## src/rtl/hazard_ctrl.sv

```systemverilog
// Pipeline sequencer: load-use stalls, redirect flushes, fetch-miss and dmem-busy freezes.
// Define HAZARD_PERF_EN to build the saturating stall/flush performance counters.
module hazard_ctrl #(
  parameter int RW    = 5,
  parameter int CNT_W = 16
) (
  input  logic             clk_i,
  input  logic             rst_i,
  input  logic [RW-1:0]    id_rs_i,
  input  logic [RW-1:0]    id_rt_i,
  input  logic             id_uses_rt_i,
  input  logic             ex_memread_i,
  input  logic [RW-1:0]    ex_rt_i,
  input  logic             redirect_i,
  input  logic             imem_valid_i,
  input  logic             dmem_busy_i,
  output logic             pc_write_o,
  output logic             ifid_hold_o,
  output logic             ifid_flush_o,
  output logic             idex_bubble_o,
  output logic             freeze_o,
  output logic [CNT_W-1:0] stall_cnt_o,
  output logic [CNT_W-1:0] flush_cnt_o
);

  typedef enum logic [1:0] {
    RUN   = 2'd0,
    IMISS = 2'd1,
    DRAIN = 2'd2
  } state_t;

  state_t r_state;
  state_t w_next_state;
  logic   r_lu_done;
  logic   w_next_lu_done;

  logic   w_lu;
  logic   w_lu_eff;
  logic   w_pc_write;
  logic   w_hold;
  logic   w_flush;
  logic   w_bubble;
  logic   w_freeze;

  assign w_lu = ex_memread_i && (ex_rt_i != '0) &&
                ((ex_rt_i == id_rs_i) || (id_uses_rt_i && (ex_rt_i == id_rt_i)));

  // The held ID instruction still matches the load for one more cycle after the
  // bubble is inserted; r_lu_done keeps that from being treated as a second hazard.
  assign w_lu_eff = w_lu && !r_lu_done;

  // NOTE: every signal assigned here gets a default first, so no path can infer a latch.
  always_comb begin
    w_pc_write     = 1'b0;
    w_hold         = 1'b0;
    w_flush        = 1'b0;
    w_bubble       = 1'b0;
    w_freeze       = 1'b0;
    w_next_state   = r_state;
    w_next_lu_done = r_lu_done;

    if (dmem_busy_i) begin
      w_freeze = 1'b1;
      w_hold   = 1'b1;
    end else if (r_state == DRAIN) begin
      w_flush        = 1'b1;
      w_next_lu_done = 1'b0;
      if (imem_valid_i) w_next_state = RUN;
    end else if (w_lu_eff) begin
      w_hold         = 1'b1;
      w_bubble       = 1'b1;
      w_next_lu_done = 1'b1;
    end else if (redirect_i) begin
      w_pc_write     = 1'b1;
      w_flush        = 1'b1;
      w_next_lu_done = 1'b0;
      w_next_state   = (r_state == IMISS && !imem_valid_i) ? DRAIN : RUN;
    end else if (!imem_valid_i) begin
      w_flush        = 1'b1;
      w_next_lu_done = 1'b0;
      w_next_state   = IMISS;
    end else begin
      w_pc_write     = 1'b1;
      w_next_lu_done = 1'b0;
      w_next_state   = RUN;
    end
  end

  // NOTE: sequential state uses non-blocking assignments so all flops sample together.
  always_ff @(posedge clk_i or negedge rst_i) begin
    if (!rst_i) begin
      r_state   <= RUN;
      r_lu_done <= 1'b0;
    end else begin
      r_state   <= w_next_state;
      r_lu_done <= w_next_lu_done;
    end
  end

  // While reset is asserted the IF/ID register is forced to NOP and the PC held.
  assign pc_write_o    = rst_i && w_pc_write;
  assign ifid_hold_o   = rst_i && w_hold;
  assign ifid_flush_o  = !rst_i || w_flush;
  assign idex_bubble_o = rst_i && w_bubble;
  assign freeze_o      = rst_i && w_freeze;

`ifdef HAZARD_PERF_EN
  logic [CNT_W-1:0] r_stall_cnt;
  logic [CNT_W-1:0] r_flush_cnt;

  always_ff @(posedge clk_i or negedge rst_i) begin
    if (!rst_i) begin
      r_stall_cnt <= '0;
      r_flush_cnt <= '0;
    end else begin
      if (!pc_write_o && (r_stall_cnt != '1)) r_stall_cnt <= r_stall_cnt + CNT_W'(1);
      if (ifid_flush_o && (r_flush_cnt != '1)) r_flush_cnt <= r_flush_cnt + CNT_W'(1);
    end
  end

  assign stall_cnt_o = r_stall_cnt;
  assign flush_cnt_o = r_flush_cnt;
`else
  assign stall_cnt_o = '0;
  assign flush_cnt_o = '0;
`endif

endmodule

```

## config.mk

```make
export PLATFORM = sky130hd
export DESIGN_NAME = hazard_ctrl
export DESIGN_NICKNAME = d
export VERILOG_FILES = /design/src/rtl/hazard_ctrl.sv
export SDC_FILE = /design/constraint.sdc
export NUM_CORES = 1
export LEC_CHECK = 0
export ABC_AREA = 1
export BUFFER_PORTS_ARGS = -buffer_cell sky130_fd_sc_hd__buf_4
export CAP_MARGIN = 20
export CORE_MARGIN = 4
export CORE_UTILIZATION = 31
export DETAILED_ROUTE_END_ITERATION = 7
export HOLD_SLACK_MARGIN = 0.15
export PLACE_DENSITY = 0.65
export RECOVER_POWER = 50
export SETUP_SLACK_MARGIN = 0.5
export SLEW_MARGIN = 5
export SYNTH_ARGS = -nofsm -noshare
export SYNTH_HDL_FRONTEND = slang
export SYNTH_SLANG_ARGS = --single-unit
export TNS_END_PERCENT = 100
```

## constraint.sdc

```tcl
create_clock -name clk_i -period 1.4 [get_ports clk_i]
set_clock_uncertainty 0.2 [all_clocks]
set_input_delay 0 -clock clk_i [delete_from_list [all_inputs] [get_ports clk_i]]
set_output_delay 0 -clock clk_i [all_outputs]
set_load 0.05 [all_outputs]
```

* Word-level counts from Yosys, hierarchy flattened
Cells that the tools add are included.
Storage, ports and cells: bits in registers 3, input bits 22, output and inout bits 37, word-level logic and storage cells 46
Cells by class: equality and inequality tests 6, muxes and demuxes 21, bitwise operators 1, reduce and logical (&&, ||, !) cells 16
Operator list (count):
- $mux W1 | 16
- $eq A5 B5 Y1 | 2
- $mux W2 | 5
- $logic_and A1 B1 Y1 | 9
- $reduce_bool A5 Y1 | 1
- $logic_not A1 Y1 | 3
- $reduce_and A3 Y1 | 1
- $eq A2 B1 Y1 const B | 1
- $eq A2 B2 Y1 const B | 1
- $logic_or A1 B1 Y1 | 2
- $ne A2 B1 Y1 const B | 1
- $ne A2 B2 Y1 const B | 1
- $not A1 Y1 | 1

* Depth between registers and ports, before layout
Gate-level depths: netlist (run 1).
word-level depth 9, gate-level depth with buffers 11, mapped depth without buffers 11

* Worst setup path before layout (run 1)
OpenSTA, ideal clock, no wires.
kind reg2out, start point register r_state[1], end point output port pc_write_o, arrival time 1796 ps, required time 1200 ps, path slack -596 ps, stages on the path, launching flop included 5, path buffers 0, path through dfrtp_1 inv_1 or2_2 nand3_1 nor3b_1
On the way: longest elaborated chain between the ends 4
RTL lines:
- from (decl) | line 32 | state_t r_state;
- from (signal assigned) | line 95 | r_state <= w_next_state;
- $eq A2 B2 Y1 | line 65 | end else if (r_state == DRAIN) begin
- $mux W1 | line 65
- $mux W1 | line 62 | if (dmem_busy_i) begin
- $logic_and A1 B1 Y1 | line 101 | assign pc_write_o = rst_i && w_pc_write;
- to (decl) | line 17 | output logic pc_write_o,
No other way between the ends.

* Final worst setup path (run 1)
start point register r_state[1], end point output port ifid_hold_o
On the way: longest elaborated chain between the ends 4
RTL lines:
- $eq A2 B2 Y1 | line 65
- $mux W1 | line 65
- $mux W1 | line 62
- $logic_and A1 B1 Y1 | line 102 | assign ifid_hold_o = rst_i && w_hold;
- to (decl) | line 18 | output logic ifid_hold_o,
No other way between the ends.

==> flow_metrics.py, run 1 <==
metrics = {
    "run_status": {
        "run_status": "complete, but fails checks",
        "violations": "hold timing, setup timing",
    },
    "yosys": {
        "yosysTopAreaCellShare": 0.3368,
        "synth.most_common_cell": "nand2_1",
        "ys_warn_count": 0,
        "synth_edf_count": 0,
        "synth_area_um2": 713.2,
        "synth_ff_type": "dfrtp_1",
        "syn-mean-instance-area_um2": 5.894,
        "yosys.area.top_type": "buf_4",
        "syn_inst": 121,
        "async_flop_share": 1.000,
        "synthTopCellsByArea": "buf_4 (34%), nand2_1 (18%), dfrtp_1 (11%)",
        "ys_seq_elements": 3,
        "synth.distinct_cells": 18,
        "synth_common_cells": "nand2_1 (34), buf_4 (32), inv_1 (15)",
        "yosysSeqAreaShare": 0.1053,
    },
    "routing": {
        "wire_per_inst_um": 8.319,
        "drcViolationCount": 0,
        "drt_iter0_markers": 4,
        "vias": 688,
        "ant_nets": 0,
        "drt_wl_total_um": 1539,
        "drtPass1Iterations": 4,
        "avgViaCountPerCell": 3.719,
    },
    "placed_design": {
        "dp.final_hpwl_um": 1262,
        "pre_cts_ws_ns": 0.07647,
        "place_congestion": 0.6993,
        "port-buffer-count": 26,
    },
    "finish": {
        "antenna_cells": 0,
        "nets": 180,
        "drive_gt1_frac": 0.3822,
        "area_growth_pct": 35.44,
        "final_util": 0.4409,
    },
    "worst_setup_path": {
        "crit_type": "reg2out",
        "cp-end-kind": "output pin",
        "critPathRequiredTime_ns": 1.20,
        "cp_max_fo": 5,
        "arrival_ns": 1.32,
        "crit_path_start_kind": "flop",
    },
    "cts": {
        "htree_levels": 1,
        "insertion_delay_ns": 0.24,
        "root_buffer": "clkbuf_4",
        "cts_tree": "yes",
        "cts_buffers": 3,
        "clk_pin_slew_ns": 0.03,
        "clock_sinks": 3,
        "ctsHoldBuffers": 1,
        "clockBufferDepth": 2,
    },
    "timing": {
        "rsz0062_at_grt": "true",
        "fmax_mhz": 655.8,
        "hold_violations": 5,
        "post-route-period-util": 1.089,
        "hold_slack_ns": -0.1258,
        "post-route-min-period_ns": 1.525,
        "setup_ws_ns": -0.1250,
        "fin_setup_tns_ns": -0.3373,
        "setup_viol": 4,
        "maxSlewViolCount": 0,
    },
    "global_routing": {
        "grt_pass1_wl_um": 2442,
        "grt_max_degree": 7,
        "grt_use_total": 0.09506,
        "antenna_found_initial": 0,
        "grt_overflow_total": 0,
        "grt_pass1_vias": 625,
    },
    "power_and_ir_drop": {
        "powerDensity_nw_per_um2": 708.7,
        "pwr-share-seq": 0.145,
        "combPwrFrac": 0.621,
        "p_sw_frac": 0.5362,
        "p_sw_uw": 367.1,
        "clkPwrFrac": 0.234,
        "power.internal_uw": 317.5,
        "leakagePower_uw": 0.0006070,
        "ir_drop_v": 0.0004181,
    },
    "floorplanning": {
        "initial_utilization": 0.3255,
        "ioPinCount": 59,
        "core_um2": 2191,
        "die_h_um": 55.97,
        "row_count": 17,
        "die-area_um2": 3132,
        "die_w_um": 55.97,
    },
    "worst_hold_path": {
        "hold_path_class": "in2reg",
    },
    "job": {
        "maxCapViolCount": 0,
    },
}
metal layers:
metal / track usage / vias to the layer above / routed length, µm
met5: 0 / - / 0
met3: 0.03712 / 0 / 186
met1: 0.1037 / 287 / 545
met2: 0.1669 / 38 / 808
li1: - / 363 / -
met4: 0.03051 / 0 / 0
logic make-up after synthesis:
group / count (synthesis) / share of synthesized area
buffers and inverters: 53 / 0.4667
DFF: 3 / 0.1053
other: 1 / 0.005258
AOI/OAI and AO/OA: 1 / 0.007011
xor gates and xnor gates: 1 / 0.01228
and+or+nand+nor: 62 / 0.4035
path summary, 6_finish.rpt:
| path | start | endpoint | slack [ns] | cells past startpoint |
|---|---|---|---|---|
| worst max-delay path | r_state[1]$_DFFE_PN0P_ | ifid_hold_o | -0.12 | 7 |
| worst min-delay path | imem_valid_i | r_state[1]$_DFFE_PN0P_ | -0.13 | 4 |
| worst max register to register | r_state[1]$_DFFE_PN0P_ | r_state[1]$_DFFE_PN0P_ | 0.01 | 7 |
| worst min register to register | r_state[1]$_DFFE_PN0P_ | r_state[1]$_DFFE_PN0P_ | 0.29 | 2 |
| max in group asynchronous | rst_i | r_state[1]$_DFFE_PN0P_ | 0.85 | 2 |
| min in group asynchronous | rst_i | r_state[0]$_DFFE_PN0P_ | -0.02 | 2 |
area by class of cell:
cell class,instances,area (µm²)
clock buffers,4,26.28
fillers,237,1225
inverters,21,92.59
multi-input cells,96,467.9
flip-flops and latches,3,75.07
well taps,28,35.03
repair buffers,33,269.0
critical path, stage by stage, from the launching register on:
cell	delay, ns
dfrtp_1	0.35
inv_2	0.05
or2_4	0.28
nand3_2	0.10
nand2_2	0.06
inv_2	0.08
nor2_4	0.04
buf_6	0.14
stage by stage:
stage	instances	area (µm²)	power, µW
floorplan	152	873.3	481.0
global placement	174	863.3	490.9
detailed placement	174	863.3	495.6
CTS	182	943.4	679.2
global route	185	965.9	737.8
finish	185	965.9	684.6
flip-flops by register name (all words and copies together) (netlist names):
signal     cells
r_state        2
r_lu_done      1
power groups by stage:
stage	logic, µW	clock network (µW)	registers, µW
6_report	425	160	99.2
5_1_grt	454	184	99.5
4_1_cts	416	165	98.1
3_5_place_dp	396	0	99.5
3_3_place_gp	392	0	99.4
2_1_floorplan	382	0	98.7
layout by cell type (no fill, tap or decap):
cell / count
a21oi_1: 1
buf_4: 28
buf_6: 3
buf_8: 1
bufinv_8: 1
clkbuf_1: 1
clkbuf_4: 3
conb_1: 32
dfrtp_1: 3
dlygate4sd3_1: 1
inv_1: 14
inv_2: 6
nand2_1: 31
nand2_2: 7
nand2_4: 1
nand3_1: 3
nand3_2: 2
nand3_4: 1
nand3b_1: 1
nand4_1: 2
nor2_1: 7
nor2_2: 4
nor2_4: 1
nor3b_4: 1
or2_4: 1
xnor2_1: 1
timing repair:
action | in CTS | in global routing
hold endpoints to repair | 7 | 7
setup buffers | 3 | 3
endpoints found under the setup margin | 7 | 7
pin swaps | 7 | 1
gates resized for setup | 7 | 0
(Power assumes the default switching activity.)
==> inputs of run 2 (changes only) <==
--- a/config.mk
+++ b/config.mk
@@ -10,6 +10,7 @@
 export CAP_MARGIN = 20
 export CORE_MARGIN = 4
 export CORE_UTILIZATION = 31
+export CTS_BUF_LIST = sky130_fd_sc_hd__clkbuf_16
 export DETAILED_ROUTE_END_ITERATION = 7
 export HOLD_SLACK_MARGIN = 0.15
 export PLACE_DENSITY = 0.65
==> run 2 against run 1 <==
  * The flow still finishes with violations (hold timing, setup timing)
  * Critical path depth unchanged
  * Critical endpoint unchanged
  * Cell area grew 4.7%
  * Wire length up 1.8%
  * Via count is 2.3% higher
  * Sequential share of layout area decreased by 0.35 points
==> flow_metrics.py, run 2 (synthesis results as in run 1) <==
metrics = {
    "floorplanning": {
        "ioPinCount": 59,
        "die_w_um": 55.97,
        "initial_utilization": 0.3255,
        "core_um2": 2191,
        "row_count": 17,
        "die-area_um2": 3132,
        "die_h_um": 55.97,
    },
    "routing": {
        "top_layer": "met4",
        "avgViaCountPerCell": 3.826,
        "ant_nets": 0,
        "wl_met1_um": 554,
        "dr_wl_met3_um": 191,
        "drt_wl_total_um": 1566,
        "drt_iter0_markers": 8,
        "wl_met2_um": 788,
        "drcViolationCount": 0,
        "vias": 704,
        "drtPass1Iterations": 4,
        "wire_per_inst_um": 8.511,
    },
    "power_and_ir_drop": {
        "clkPwrFrac": 0.465,
        "pwr-share-seq": 0.102,
        "p_sw_uw": 398.0,
        "ir_drop_v": 0.0008075,
        "powerDensity_nw_per_um2": 964.1,
        "p_sw_frac": 0.4084,
        "combPwrFrac": 0.433,
        "power.internal_uw": 576.7,
        "leakagePower_uw": 0.0006301,
    },
    "cts": {
        "clk_pin_slew_ns": 0.03,
        "insertion_delay_ns": 0.23,
        "clock_sinks": 3,
        "cts_tree": "yes",
        "htree_levels": 1,
        "root_buffer": "clkbuf_16",
        "cts_buffers": 3,
        "clockBufferDepth": 2,
        "ctsHoldBuffers": 1,
    },
    "placed_design": {
        "place_congestion": 0.6993,
        "dp.cells": 174,
        "pre_cts_ws_ns": 0.07647,
        "port-buffer-count": 26,
        "dp.final_hpwl_um": 1262,
    },
    "worst_hold_path": {
        "hold_depth": 4,
        "min-delay-start": "imem_valid_i",
        "hold-path-endpoint": "r_state[1]$_DFFE_PN0P_",
        "hold_path_class": "in2reg",
    },
    "global_routing": {
        "grt_pass1_wl_um": 2470,
        "antenna_found_initial": 0,
        "grt_max_degree": 7,
        "grt_pass1_vias": 633,
        "grt_overflow_total": 0,
        "grt_use_total": 0.09981,
    },
    "worst_setup_path": {
        "arrival_ns": 1.32,
        "critPathRequiredTime_ns": 1.20,
        "crit_path_start_kind": "flop",
        "worstReg2RegEnd": "r_state[1]$_DFFE_PN0P_",
        "reg2reg_depth": 7,
        "cp_max_fo": 5,
        "timing.rr.start": "r_state[1]$_DFFE_PN0P_",
        "cp-end-kind": "output pin",
        "crit_type": "reg2out",
        "r2r_setup_slack_ns": 0.01,
    },
    "finish": {
        "largest_register_ffs": 2,
        "final_cell_mix": "conb_1 (32), nand2_1 (31), buf_4 (27)",
        "final_common_cell": "conb_1",
        "antenna_cells": 0,
        "reg_top3": "r_state: 2 flops, r_lu_done: 1 flops",
        "area_growth_pct": 41.75,
        "nets": 179,
        "drive_gt1_frac": 0.3782,
        "regMostFlops": "r_state",
        "final-instance-count-excl-fill": 184,
    },
    "timing": {
        "hold_violations": 2,
        "setup_viol": 4,
        "maxSlewViolCount": 0,
        "post-route-period-util": 1.085,
        "post-route-min-period_ns": 1.520,
        "rsz0062_at_grt": "true",
        "setup_ws_ns": -0.1197,
        "fmax_mhz": 658.0,
        "hold_slack_ns": -0.1121,
    },
    "run_status": {
        "violations": "hold timing, setup timing",
        "run_status": "complete, but fails checks",
    },
    "job": {
        "maxCapViolCount": 0,
    },
}
-- run 2: cell types whose count changed in the layout (fill, tap and decap cells not counted), sizes merged --
cell    delta
buf        -1
clkbuf     -1
inv        +1
-- run 2: how the worst max path moves through the flow --
stage	cells past startpoint	from	end
global placement	8	r_lu_done$_DFFE_PN0N_	ifid_flush_o
finish	7	r_state[1]$_DFFE_PN0P_	ifid_hold_o
detailed placement	6	r_state[0]$_DFFE_PN0P_	ifid_hold_o
global route	7	r_lu_done$_DFFE_PN0N_	ifid_hold_o
CTS	8	r_lu_done$_DFFE_PN0N_	ifid_flush_o
floorplan	4	r_state[1]$_DFFE_PN0P_	pc_write_o
-- run 2: cell type report --
cell class,instances,area [µm²]
repair buffers,32,261.5
well taps,28,35.03
clock inverters,1,3.754
clock buffers,3,75.07
flip-flops and latches,3,75.07
fillers,235,1180
multi-input cells,96,467.9
inverters,21,92.59
-- run 2: timing repair --
item | 4_1_cts | 5_1_grt
resized for setup | 7 | 0
cloned | 0 | 0
buffers inserted | 3 | 2
pin swaps | 7 | 1
endpoints found under the hold margin | 7 | 7
setup endpoints to repair | 7 | 7
-- run 2: critical path, cell delays in order, from the launching register on --
cell and delay (ns):
dfrtp_1 0.34, inv_2 0.04, or2_4 0.27, nand3_2 0.10
nand2_2 0.07, inv_2 0.08, nor2_4 0.04, buf_6 0.14
-- run 2: power groups by stage --
stage	logic [µW]	registers [µW]	clock network (µW)
detailed placement	396	99.5	0
global route	451	99.5	473
finish	422	98.9	453
global placement	392	99.4	0
floorplan	382	98.7	0
CTS	416	98.3	463
-- run 2: through the flow --
| step | area (µm²) | TNS [ns] | utilization | hold WS [ns] | total power, µW |
|---|---|---|---|---|---|
| finish | 1011 | -0.2771 | 0.4615 | -0.1121 | 974.7 |
| global route | 1011 | -0.6716 | 0.4615 | -0.09804 | 1023 |
| global placement | 863.3 | 0 | 0.3941 | -0.3751 | 490.9 |
| CTS | 996.0 | -0.2849 | 0.4546 | -0.1190 | 976.8 |
| floorplan | 873.3 | 0 | - | -0.4956 | 481.0 |
| detailed placement | 863.3 | 0 | 0.3941 | -0.3750 | 495.6 |
-- run 2: metal layers --
metal | global-route usage | up-vias
met5 | 0 | -
met4 | 0.05763 | 0
met3 | 0.03944 | 4
met2 | 0.1669 | 45
met1 | 0.1051 | 295
li1 | - | 360
==> inputs of run 3 (changes only) <==
--- a/config.mk
+++ b/config.mk
@@ -8,7 +8,6 @@
 export ABC_AREA = 1
 export BUFFER_PORTS_ARGS = -buffer_cell sky130_fd_sc_hd__buf_4
 export CAP_MARGIN = 20
-export CORE_MARGIN = 4
 export CORE_UTILIZATION = 31
 export CTS_BUF_LIST = sky130_fd_sc_hd__clkbuf_16
 export DETAILED_ROUTE_END_ITERATION = 7
==> run 3 against run 2 <==
  * The run still ends with hold timing, setup timing left
  * Critical path depth fell by 1
  * Worst hold slack got worse by 0.0035 ns
  * Via count rose by 2.1%
  * Utilization rose by 2.1 points
  * Non-clock buffer count rose by 3
  * Sequential power barely moved
  * Critical endpoint unchanged
==> flow_metrics.py, run 3 (synthesis results as in run 1) <==
metrics = {
    "timing": {
        "setup_viol": 5,
        "post-route-period-util": 1.084,
        "setup_ws_ns": -0.1171,
        "rsz0062_at_grt": "true",
        "hold_violations": 5,
        "hold_slack_ns": -0.1155,
        "post-route-min-period_ns": 1.517,
        "fmax_mhz": 659.2,
        "maxSlewViolCount": 0,
        "fin_setup_tns_ns": -0.3714,
    },
    "cts": {
        "cts_tree": "yes",
        "clockBufferDepth": 2,
        "clk_pin_slew_ns": 0.03,
        "clock_sinks": 3,
        "insertion_delay_ns": 0.23,
        "cts_buffers": 3,
        "root_buffer": "clkbuf_16",
        "ctsHoldBuffers": 1,
        "htree_levels": 1,
    },
    "worst_setup_path": {
        "cp_slowest_stage_delay_ns": 0.38,
        "timing.rr.start": "r_state[0]$_DFFE_PN0P_",
        "crit_path_top_delay_cell": "dfrtp_1",
        "cp-end-kind": "output pin",
        "crit_path_start_kind": "flop",
        "r2r_setup_slack_ns": 0,
        "cp_cell_sequence": "or2_4, nand3_2, nand2_2, inv_2, nor2_4, buf_6",
        "arrival_ns": 1.32,
        "worstSetupStartpoint": "r_state[0]$_DFFE_PN0P_",
        "crit_type": "reg2out",
        "cp_max_fo": 4,
        "crit_family": "simple AND/OR/NAND/NOR gates",
        "critPathRequiredTime_ns": 1.20,
        "cp_num_buf_inv": 2,
    },
    "job": {
        "maxCapViolCount": 0,
    },
    "finish": {
        "antenna_cells": 0,
        "reg_top3": "r_state: 2 flops, r_lu_done: 1 flops",
        "regMostFlops": "r_state",
        "final_cell_mix": "conb_1 (32), nand2_1 (30), buf_4 (29)",
        "final-instance-count-excl-fill": 187,
        "largest_register_ffs": 2,
        "final_area_um2": 1057,
        "fillCellCount": 223,
        "drive_gt1_frac": 0.4025,
        "nets": 182,
        "final_common_cell": "conb_1",
        "area_growth_pct": 48.25,
    },
    "worst_hold_path": {
        "hold_path_class": "in2reg",
        "min-delay-start": "imem_valid_i",
    },
    "run_status": {
        "run_status": "complete, but fails checks",
        "violations": "hold timing, setup timing",
    },
    "global_routing": {
        "grt_overflow_total": 0,
        "grt_pass1_vias": 638,
        "antenna_found_initial": 0,
        "grt_use_total": 0.1321,
        "grt_max_degree": 7,
        "grt_pass1_wl_um": 2442,
    },
    "routing": {
        "drt_wl_total_um": 1516,
        "drcViolationCount": 0,
        "vias": 719,
        "avgViaCountPerCell": 3.845,
        "drt_iter0_markers": 10,
        "ant_nets": 0,
        "wire_per_inst_um": 8.107,
        "drtPass1Iterations": 4,
    },
    "placed_design": {
        "dpl_cell_area_um2": 863.3,
        "pre_cts_ws_ns": 0.08676,
        "place_congestion": 0.6235,
        "dp.final_hpwl_um": 1096,
        "dp.cells": 174,
        "port-buffer-count": 26,
    },
    "power_and_ir_drop": {
        "powerDensity_nw_per_um2": 939.0,
        "leakagePower_uw": 0.0006565,
        "ir_drop_v": 0.0006800,
    },
    "floorplanning": {
        "die-area_um2": 2497,
        "die_w_um": 49.97,
        "ioPinCount": 59,
        "initial_utilization": 0.3255,
        "core_um2": 2191,
        "die_h_um": 49.97,
        "row_count": 17,
    },
}
run 3: cell types whose count changed in the layout (fill, tap and decap cells not counted):
cell	change
buf_4	+2
nand2_1	-1
nor2_2	-1
a21oi_1	-1
buf_8	+1
nor2_4	+1
a21oi_2	+1
nand2_4	+1
run 3: area by class of cell:
type	instances	area, µm²	share of cell area
multi-input combinational	96	484.2	0.4580
tap	28	35.03	0.03314
clock buffer	3	75.07	0.07101
timing repair buffer	35	291.5	0.2757
sequential	3	75.07	0.07101
inverter	21	92.59	0.08757
clock inverter	1	3.754	0.003550
run 3: tightest hold or removal path, delay by kind of cell:
family,cells,cell delay [ns]
AND/OR/NAND/NOR,2,0.14
buffers and inverters,1,0.10
AO/OA/AOI/OAI,1,0.03
run 3: through the flow:
stage / hold WS [ns] / util / total power, µW
3_3_place_gp: -0.3746 / 0.3941 / 490.5
6_report: -0.1155 / 0.4826 / 992.8
5_1_grt: -0.1078 / 0.4826 / 1037
3_5_place_dp: -0.3744 / 0.3941 / 494.3
4_1_cts: -0.1100 / 0.4649 / 975.0
2_1_floorplan: -0.4956 / - / 481.0
run 3: final timing paths:
| kind | to | cells after the start |
|---|---|---|
| setup / recovery | ifid_hold_o | 6 |
| hold / removal | r_state[1]$_DFFE_PN0P_ | 4 |
| setup reg to reg | r_state[0]$_DFFE_PN0P_ | 6 |
| hold reg to reg | r_state[1]$_DFFE_PN0P_ | 2 |
| max in group asynchronous | r_lu_done$_DFFE_PN0N_ | 2 |
| min in group asynchronous | r_state[0]$_DFFE_PN0P_ | 2 |
run 3: what timing repair did:
| item | 4_1_cts | 5_1_grt |
|---|---|---|
| gates cloned | 0 | 0 |
| setup endpoints to repair | 7 | 7 |
| hold endpoints to repair | 7 | 7 |
| gates resized for setup | 7 | 6 |
| setup buffers | 5 | 3 |
| pin swaps | 9 | 3 |
run 3: report_power, final:
group          internal (µW)  switching (µW)  total (µW)  leakage, µW
clock network            369            90.7         460    0.0000423
registers               94.6            4.36        99.0    0.0000392
logic                    120             314         434     0.000575
total                    584             409         993     0.000657
run 3: routing by layer:
metal	track usage	part of all wire
met1	0.1371	0.37
met2	0.2207	0.50
met3	0.03086	0.076
met4	0.1143	0.057
met5	0	0
